==> config.mk <==
export PLATFORM = sky130hd
export DESIGN_NAME = control_sequencer
export DESIGN_NICKNAME = d
export VERILOG_FILES = /design/src/rtl/control_sequencer.sv
export SDC_FILE = /design/constraint.sdc
export NUM_CORES = 1
export LEC_CHECK = 0
export BUFFER_PORTS_ARGS = -buffer_cell sky130_fd_sc_hd__buf_2
export CORE_MARGIN = 4
export CORE_UTILIZATION = 36
export DETAILED_ROUTE_END_ITERATION = 16
export PLACE_DENSITY_LB_ADDON = 0.05
export SYNTH_ARGS = -nofsm -noshare
export SYNTH_HDL_FRONTEND = slang
export SYNTH_SLANG_ARGS = --single-unit
==> constraint.sdc <==
create_clock -name clock -period 1.85 [get_ports clock]
set_clock_uncertainty 0.2 [all_clocks]
set_input_delay 0.0925 -clock clock [delete_from_list [all_inputs] [get_ports clock]]
set_output_delay 0.0925 -clock clock [all_outputs]
set_load 0.1 [all_outputs]
==> src/rtl/control_sequencer.sv <==
// Hardwired Moore control unit for the 32-bit RISC datapath: fetch, then per-opcode
// T-states decoded from IR[31:27], one control word per clock.
//
// state   | meaning
// --------+--------------------------------------------------------------
// S_RESET | held in reset, all outputs low
// S_PAUSE | stopped at an instruction boundary, waiting for stop to drop
// S_HALT  | halt executed; absorbing until reset
// S_T0    | fetch: PC -> MAR, PC+1 -> Z
// S_T1    | fetch: Z -> PC, memory read into MDR
// S_T2    | fetch: MDR -> IR
// S_T3-T7 | execute, per-opcode sequence
module control_sequencer (
  input  logic        clock,
  input  logic        reset,
  input  logic        stop,
  input  logic [31:0] IR,
  input  logic        CON,
  output logic        Gra,
  output logic        Grb,
  output logic        Grc,
  output logic        Rin,
  output logic        Rout,
  output logic        BAout,
  output logic        PCout,
  output logic        PCin,
  output logic        IncPC,
  output logic        MARin,
  output logic        MDRin,
  output logic        MDRout,
  output logic        Read,
  output logic        Write,
  output logic        IRin,
  output logic        Yin,
  output logic        Zin,
  output logic        Zlowout,
  output logic        Zhighout,
  output logic        HIin,
  output logic        LOin,
  output logic        HIout,
  output logic        LOout,
  output logic        Cout,
  output logic        CONin,
  output logic        InPortout,
  output logic        OutPortin,
  output logic [4:0]  alu_op,
  output logic        Run
);

  typedef enum logic [3:0] {
    S_RESET, S_PAUSE, S_HALT,
    S_T0, S_T1, S_T2, S_T3, S_T4, S_T5, S_T6, S_T7
  } state_t;

  localparam logic [4:0] OP_LD   = 5'b00000;
  localparam logic [4:0] OP_LDI  = 5'b00001;
  localparam logic [4:0] OP_ST   = 5'b00010;
  localparam logic [4:0] OP_ADD  = 5'b00011;
  localparam logic [4:0] OP_OR   = 5'b01010;
  localparam logic [4:0] OP_ADDI = 5'b01011;
  localparam logic [4:0] OP_ORI  = 5'b01101;
  localparam logic [4:0] OP_MUL  = 5'b01110;
  localparam logic [4:0] OP_DIV  = 5'b01111;
  localparam logic [4:0] OP_NEG  = 5'b10000;
  localparam logic [4:0] OP_NOT  = 5'b10001;
  localparam logic [4:0] OP_BR   = 5'b10010;
  localparam logic [4:0] OP_JR   = 5'b10011;
  localparam logic [4:0] OP_IN   = 5'b10101;
  localparam logic [4:0] OP_OUT  = 5'b10110;
  localparam logic [4:0] OP_MFHI = 5'b10111;
  localparam logic [4:0] OP_MFLO = 5'b11000;
  localparam logic [4:0] OP_HALT = 5'b11010;

  state_t     state;
  state_t     last_t;
  logic [4:0] opcode;
  logic       is_ld, is_ldi, is_st, is_mem, is_alu, is_imm, is_muldiv, is_unary, is_br;

  assign opcode    = IR[31:27];
  assign is_ld     = (opcode == OP_LD);
  assign is_ldi    = (opcode == OP_LDI);
  assign is_st     = (opcode == OP_ST);
  assign is_mem    = is_ld | is_ldi | is_st;
  assign is_alu    = (opcode >= OP_ADD) && (opcode <= OP_OR);
  assign is_imm    = (opcode >= OP_ADDI) && (opcode <= OP_ORI);
  assign is_muldiv = (opcode == OP_MUL) || (opcode == OP_DIV);
  assign is_unary  = (opcode == OP_NEG) || (opcode == OP_NOT);
  assign is_br     = (opcode == OP_BR);

  // Final execute state per opcode; anything not recognised runs as a one-cycle nop.
  always_comb begin
    last_t = S_T3;
    if (is_ld || is_st)               last_t = S_T7;
    else if (is_muldiv || is_br)      last_t = S_T6;
    else if (is_ldi || is_alu || is_imm) last_t = S_T5;
    else if (is_unary)                last_t = S_T4;
  end

  always_ff @(posedge clock) begin
    if (reset) begin
      state <= S_RESET;
    end else begin
      case (state)
        S_RESET, S_PAUSE: state <= stop ? S_PAUSE : S_T0;
        S_HALT:           state <= S_HALT;
        default: begin
          if (state == last_t) begin
            if (opcode == OP_HALT) state <= S_HALT;
            else                   state <= stop ? S_PAUSE : S_T0;
          end else begin
            state <= state_t'(state + 4'd1);
          end
        end
      endcase
    end
  end

  // Control word decode. IR is loaded at the end of T2, so the opcode must be
  // decoded from the live IR rather than captured a cycle early.
  always_comb begin
    {Gra, Grb, Grc, Rin, Rout, BAout} = '0;
    {PCout, PCin, IncPC, MARin, MDRin, MDRout, Read, Write, IRin} = '0;
    {Yin, Zin, Zlowout, Zhighout, HIin, LOin, HIout, LOout} = '0;
    {Cout, CONin, InPortout, OutPortin} = '0;
    alu_op = 5'b00000;
    Run    = (state != S_RESET) && (state != S_PAUSE) && (state != S_HALT);
    case (state)
      S_T0: begin
        PCout = 1'b1; MARin = 1'b1; IncPC = 1'b1; Zin = 1'b1;
      end
      S_T1: begin
        Zlowout = 1'b1; PCin = 1'b1; Read = 1'b1; MDRin = 1'b1;
      end
      S_T2: begin
        MDRout = 1'b1; IRin = 1'b1;
      end
      S_T3: begin
        if (is_mem) begin
          Grb = 1'b1; BAout = 1'b1; Yin = 1'b1;
        end else if (is_alu || is_imm) begin
          Grb = 1'b1; Rout = 1'b1; Yin = 1'b1;
        end else if (is_muldiv) begin
          Gra = 1'b1; Rout = 1'b1; Yin = 1'b1;
        end else if (is_unary) begin
          Grb = 1'b1; Rout = 1'b1; Zin = 1'b1; alu_op = opcode;
        end else if (is_br) begin
          Gra = 1'b1; Rout = 1'b1; CONin = 1'b1;
        end else begin
          case (opcode)
            OP_JR:   begin Gra = 1'b1; Rout = 1'b1; PCin = 1'b1; end
            OP_IN:   begin InPortout = 1'b1; Gra = 1'b1; Rin = 1'b1; end
            OP_OUT:  begin Gra = 1'b1; Rout = 1'b1; OutPortin = 1'b1; end
            OP_MFHI: begin HIout = 1'b1; Gra = 1'b1; Rin = 1'b1; end
            OP_MFLO: begin LOout = 1'b1; Gra = 1'b1; Rin = 1'b1; end
            default: ;
          endcase
        end
      end
      S_T4: begin
        if (is_mem) begin
          Cout = 1'b1; Zin = 1'b1; alu_op = OP_ADD;
        end else if (is_alu) begin
          Grc = 1'b1; Rout = 1'b1; Zin = 1'b1; alu_op = opcode;
        end else if (is_imm) begin
          Cout = 1'b1; Zin = 1'b1; alu_op = opcode;
        end else if (is_muldiv) begin
          Grb = 1'b1; Rout = 1'b1; Zin = 1'b1; alu_op = opcode;
        end else if (is_unary) begin
          Zlowout = 1'b1; Gra = 1'b1; Rin = 1'b1;
        end else if (is_br) begin
          PCout = 1'b1; Yin = 1'b1;
        end
      end
      S_T5: begin
        if (is_ldi || is_alu || is_imm) begin
          Zlowout = 1'b1; Gra = 1'b1; Rin = 1'b1;
        end else if (is_ld || is_st) begin
          Zlowout = 1'b1; MARin = 1'b1;
        end else if (is_muldiv) begin
          Zlowout = 1'b1; LOin = 1'b1;
        end else if (is_br) begin
          Cout = 1'b1; Zin = 1'b1; alu_op = OP_ADD;
        end
      end
      S_T6: begin
        if (is_ld) begin
          Read = 1'b1; MDRin = 1'b1;
        end else if (is_st) begin
          Gra = 1'b1; Rout = 1'b1; MDRin = 1'b1;
        end else if (is_muldiv) begin
          Zhighout = 1'b1; HIin = 1'b1;
        end else if (is_br && CON) begin
          Zlowout = 1'b1; PCin = 1'b1;
        end
      end
      S_T7: begin
        if (is_ld) begin
          MDRout = 1'b1; Gra = 1'b1; Rin = 1'b1;
        end else if (is_st) begin
          Write = 1'b1;
        end
      end
      default: ;
    endcase
  end

endmodule

==> results of run 1 <==
==> Yosys cell counts (4+ instances only) <==
master     n
nand2_1   15
nor2_1    11
o21ai_0   10
clkbuf_1   8
nand3_1    8
a21oi_1    6
inv_1      5
and2_1     4
and3_1     4
dfxtp_1    4
ha_1       4
o31ai_1    4
==> stage by stage <==
step | cell area [sq um] | TNS (ps) | setup slack, ps | utilization
after floorplan | 1260 | -2340 | -502 | -
after global placement | 2270 | -287 | -116 | 0.924
after detailed placement | 2270 | -1340 | -240 | 0.924
==> cell families after synthesis <==
| logic type | count (synthesis) | share of synthesized area |
|---|---|---|
| AO/OA/AOI/OAI | 36 | 0.286 |
| adder cells (fa/ha/maj) | 4 | 0.0542 |
| buffers and inverters | 17 | 0.0894 |
| AND/OR/NAND/NOR | 70 | 0.421 |
| XOR/XNOR | 3 | 0.0285 |
| flip-flops | 4 | 0.0867 |
| multiplexers | 3 | 0.0339 |
==> impl_results.md, run 1 <==
* DP Cell Count at 238
* Clock buffer count from CTS at 3
* Sequential-to-total area share from yosys stat at 0.0867
* Synthesized flop and latch total at 4
* Number of enable flip-flop cells after synthesis at 0
* Post-synth cell types at 47
* Mapped Avg Cell Area at 6.74 sq um
* H-Tree Depth at 1
* Synth area leaders: dfxtp_1, nand2_1, ha_1, o21ai_0, nor2_1
* Library cell occupying the most area in the post-synthesis netlist: dfxtp_1
* Number of primary I/O pins at 69
* Predominant post-synthesis flop cell: dfxtp_1
* Chip Width at 58.6 um
* Initial Utilization at 0.376
* Estimated wirelength of the detail-placed design at 4.18 mm
* First error message: [ERROR DPL-0038] Utilization greater than 100%, impossible to legalize
* Clk sink count at 4
* Synthesized instance count at between 100 and 150
* Post-synth design cell area at approximately 900 sq um
* Hold buffer count at CTS at 1
* Number of placement rows at 18
* Top-area cell type share of the netlist area at 0.0867
* DIE HEIGHT at between 50 and 60 um
* Syn_nets at 177
* Share of async-settable or async-resettable flops after synthesis at 0
* Total of warnings raised by yosys at 0
* Gp weighted congestion at 0.816
* Last flow stage reached: 4_1_cts
* I/O Buffers at 41
* Largest buffer count on any clock path at 2
* Clock root buffer: clkbuf_4
* Outcome: aborted with a tool error
* Number of cells upsized or downsized after cts at 22
* Number of buffers inserted by post-CTS setup repair at 9
==> inputs of run 2 (changes only) <==
--- a/config.mk
+++ b/config.mk
@@ -6,10 +6,10 @@
 export NUM_CORES = 1
 export LEC_CHECK = 0
 export BUFFER_PORTS_ARGS = -buffer_cell sky130_fd_sc_hd__buf_2
-export CORE_MARGIN = 4
-export CORE_UTILIZATION = 36
+export CORE_AREA = 4 4 65 67
 export DETAILED_ROUTE_END_ITERATION = 16
-export PLACE_DENSITY_LB_ADDON = 0.05
+export DIE_AREA = 0 0 69 71
+export PLACE_DENSITY_LB_ADDON = 0.15
 export SYNTH_ARGS = -nofsm -noshare
 export SYNTH_HDL_FRONTEND = slang
 export SYNTH_SLANG_ARGS = --single-unit
==> constraint.sdc (replaced) <==
create_clock -name clock -period 2.4 [get_ports clock]
set_clock_uncertainty 0.2 [all_clocks]
set_input_delay 0.12 -clock clock [delete_from_list [all_inputs] [get_ports clock]]
set_output_delay 0.12 -clock clock [all_outputs]
set_load 0.1 [all_outputs]
==> run 2 against run 1 <==
The run now ends clean. Synthesized cell count is the same. Area after synthesis unchanged.
==> impl_results.md, run 2 <==
* TritonCTS clock tree: done
* Number of nets in the layout at 221
* Post-route core utilization at 0.457
* I/O Buffers at 41 (unchanged)
* Number of placement rows at 22 (was 18)
* Syn_nets at 177 (unchanged)
* Number of enable flip-flop cells after synthesis at 0 (unchanged)
* # setup viols final at 0
* Skew-Pair Late Insertion Delay at 220 ps
* Most used cells in the layout excluding fill and tap cells: buf_2, buf_12, nand2_1
* Dominant delay contributor by cell family on the critical path: simple AND/OR/NAND/NOR gates
* Clock period minus worst slack at 2240 ps
* DP Cell Count at 223 (was 238)
* Overall die area at 4900 sq um
* Largest net degree at the start of global routing at 17
* Most numerous cell types in the synthesized netlist: nand2_1, nor2_1, o21ai_0 (unchanged)
* Layout overhead on the synthesized area at 79.8%
* Type of the tightest min-delay check: in -> reg
* Clk sink count at 4 (unchanged)
* Actual transition at the worst max-transition pin at 610 ps
* Leading cell type in the layout, fill and taps excluded: buf_2
* Power per cell area at 707 nW/um^2
* Max-capacitance violation count at 0
* Total routing usage reported by global routing at 0.140
* Worst endpoint data arrival time at between 1500 and 2000 ps
* Clock root buffer: clkbuf_8 (was clkbuf_4)
* Crit path max-delay cell type: dfxtp_1
* Wire length per cell after detailed routing at 15.1 um
* Predominant post-synthesis flop cell: dfxtp_1 (unchanged)
* Clock transition at the registers of the reported paths at 30 ps
* Max-slew violation count at 0
* Gp weighted congestion at 0.795 (was 0.816)
* Maximum resistive drop on vdd at 0.000291 V
* Endpoint required time on the critical path at 2080 ps
* Cells along the critical path: inv_1 -> ha_2 -> and2_1 -> nand3_1 -> nor3b_4 -> buf_12
* Share of async-settable or async-resettable flops after synthesis at 0 (unchanged)
* Share of final-layout standard cells stronger than drive strength 1 at 0.458
* Post-route antenna net violation count at 0
* Estimated wirelength of the detail-placed design at 2.74 mm (was 4.18 mm)
* Library cell with the highest instance count after synthesis: nand2_1 (unchanged)
* Max-slew headroom at the worst pin at 0.587
* Largest buffer count on any clock path at 2 (unchanged)
* Wire length of the first global-routing pass at between 5 and 6 mm
* Clock buffer count from CTS at 3 (unchanged)
* Number of global-route vias before repair at roughly 1.2k
* Critical path peak fanout at 8
* Largest register FFs at 4
* Element type at the critical path start: flop
* Congestion Overflow GR at 0
* ANT cells at 0
* Post-synth design cell area at 923 sq um (unchanged)
* Top-area cell type share of the netlist area at 0.0867 (unchanged)
* Top flop regs: state: 4 flops
* Setup TNS at 0 ps
* Final worst-path cycle share at 0.931
* Number of primary I/O pins at 69 (unchanged)
* Critical setup path kind: reg -> out
* Register with the most flip-flops: state
* Antenna violations before repair at 0
* Chip Width at 69 um (was 58.6 um)
* Timing-limited maximum frequency at 447 MHz
* Post-layout worst setup margin at 165 ps
* H-Tree Depth at 1 (unchanged)
* Cell depth of the worst setup path at 6
* Vias per cell at 5.41
* Sequential-to-total area share from yosys stat at 0.0867 (unchanged)
* Depth of the most critical reg-to-reg path at 5
* Outcome: finished clean (was aborted with a tool error)
* Number of iterations in the first detailed-routing pass at 4
* CP peak stage delay at 340 ps
* Leakage power summed over all cells at 0.704 nW
* Initial Utilization at 0.254 (was 0.376)
* Fillers at 386
* Kind of end point of the critical path: primary output
* Floorplan Core Area at 3630 sq um
* Worst hold path depth at 3
* WHS at between 150 and 200 ps
* Post-synth cell types at 47 (unchanged)
* Remaining routing DRC violations at 0
* DIE HEIGHT at 71 um (was 58.6 um)
* Total of warnings raised by yosys at 0 (unchanged)
* Routed Wire Length at 3.43 mm
* Library cell occupying the most area in the post-synthesis netlist: dfxtp_1 (unchanged)
* Unrepaired setup endpoints after global routing: false
* Number of buffers inserted by post-CTS setup repair at 0 (was 9)
* Sum of buffers and inverters on the critical path at 2
* Violation count after the first detailed-route iteration at 50
* Post-route non-filler standard cell count at 227
* Count of endpoints failing hold in the final timing report at 0
* Synthesized flop and latch total at 4 (unchanged)
* Mapped Avg Cell Area at 6.74 sq um (unchanged)
* Worst setup timing slack at the placement stage at 147 ps (was -240 ps)
* Synthesized instance count at 137 (unchanged)
* Synth area leaders: dfxtp_1, nand2_1, ha_1, o21ai_0, nor2_1 (unchanged)
* Via total after detailed routing at between 1k and 1.5k
## run 2: power breakdown
group | internal, mW | switching [mW]
registers | 0.0894 | 0.0304
clock network | 0.107 | 0.0358
logic | 0.245 | 0.667
total | 0.441 | 0.733
## run 2: kinds of logic after synthesis
group                    count (synthesis)  share of synthesized area
AO/OA/AOI/OAI                           36                      0.286
flip-flops                               4                     0.0867
XOR/XNOR                                 3                     0.0285
adder cells (fa/ha/maj)                  4                     0.0542
AND/OR/NAND/NOR                         70                      0.421
multiplexers                             3                     0.0339
buffers and inverters                   17                     0.0894
## run 2: path summary, 6_finish.rpt
check,start,endpoint,slack [ps]
worst max-delay path,state[0],InPortout,160
worst min-delay path,stop,state[1],170
worst max register to register,state[2],state[1],340
worst min register to register,state[1],state[3],410
## run 2: cell type report
type / count / area [sq um] / area share
repair buffers: 51 / 568 / 0.342
flip-flops and latches: 4 / 81.3 / 0.0490
multi-input cells: 116 / 891 / 0.537
clock buffers: 3 / 41.3 / 0.0249
inverters: 5 / 18.8 / 0.0113
well taps: 48 / 60.1 / 0.0362
## run 2: through the flow
stage          total power, mW  cell area, sq um
4_1_cts                   1.17              1650
6_report                  1.17              1660
3_5_place_dp              1.02              1590
2_1_floorplan            0.815              1040
3_3_place_gp              1.00              1590
5_1_grt                   1.23              1660
## run 2: layer usage
metal / global-route usage / up-vias / share of wire
li1: - / 593 / -
met1: 0.179 / 593 / 0.45
met2: 0.230 / 38 / 0.49
met3: 0.0412 / 4 / 0.052
met4: 0.0369 / 0 / 0.0087
met5: 0 / - / 0
## run 2: repair_timing
| item | CTS | global route |
|---|---|---|
| hold buffers | 1 | 0 |
| setup endpoints to repair | 3 | 7 |
| resized for setup | 2 | 4 |
| hold endpoints to repair | 2 | 0 |
## run 2: worst min-delay path: cells and delay by family
kind | cells | cell delay (ps)
AND/OR/NAND/NOR | 1 | 250
buffers and inverters | 1 | 100
AO/OA/AOI/OAI | 1 | 70
No activity file was read; power rests on OpenSTA's default activity.
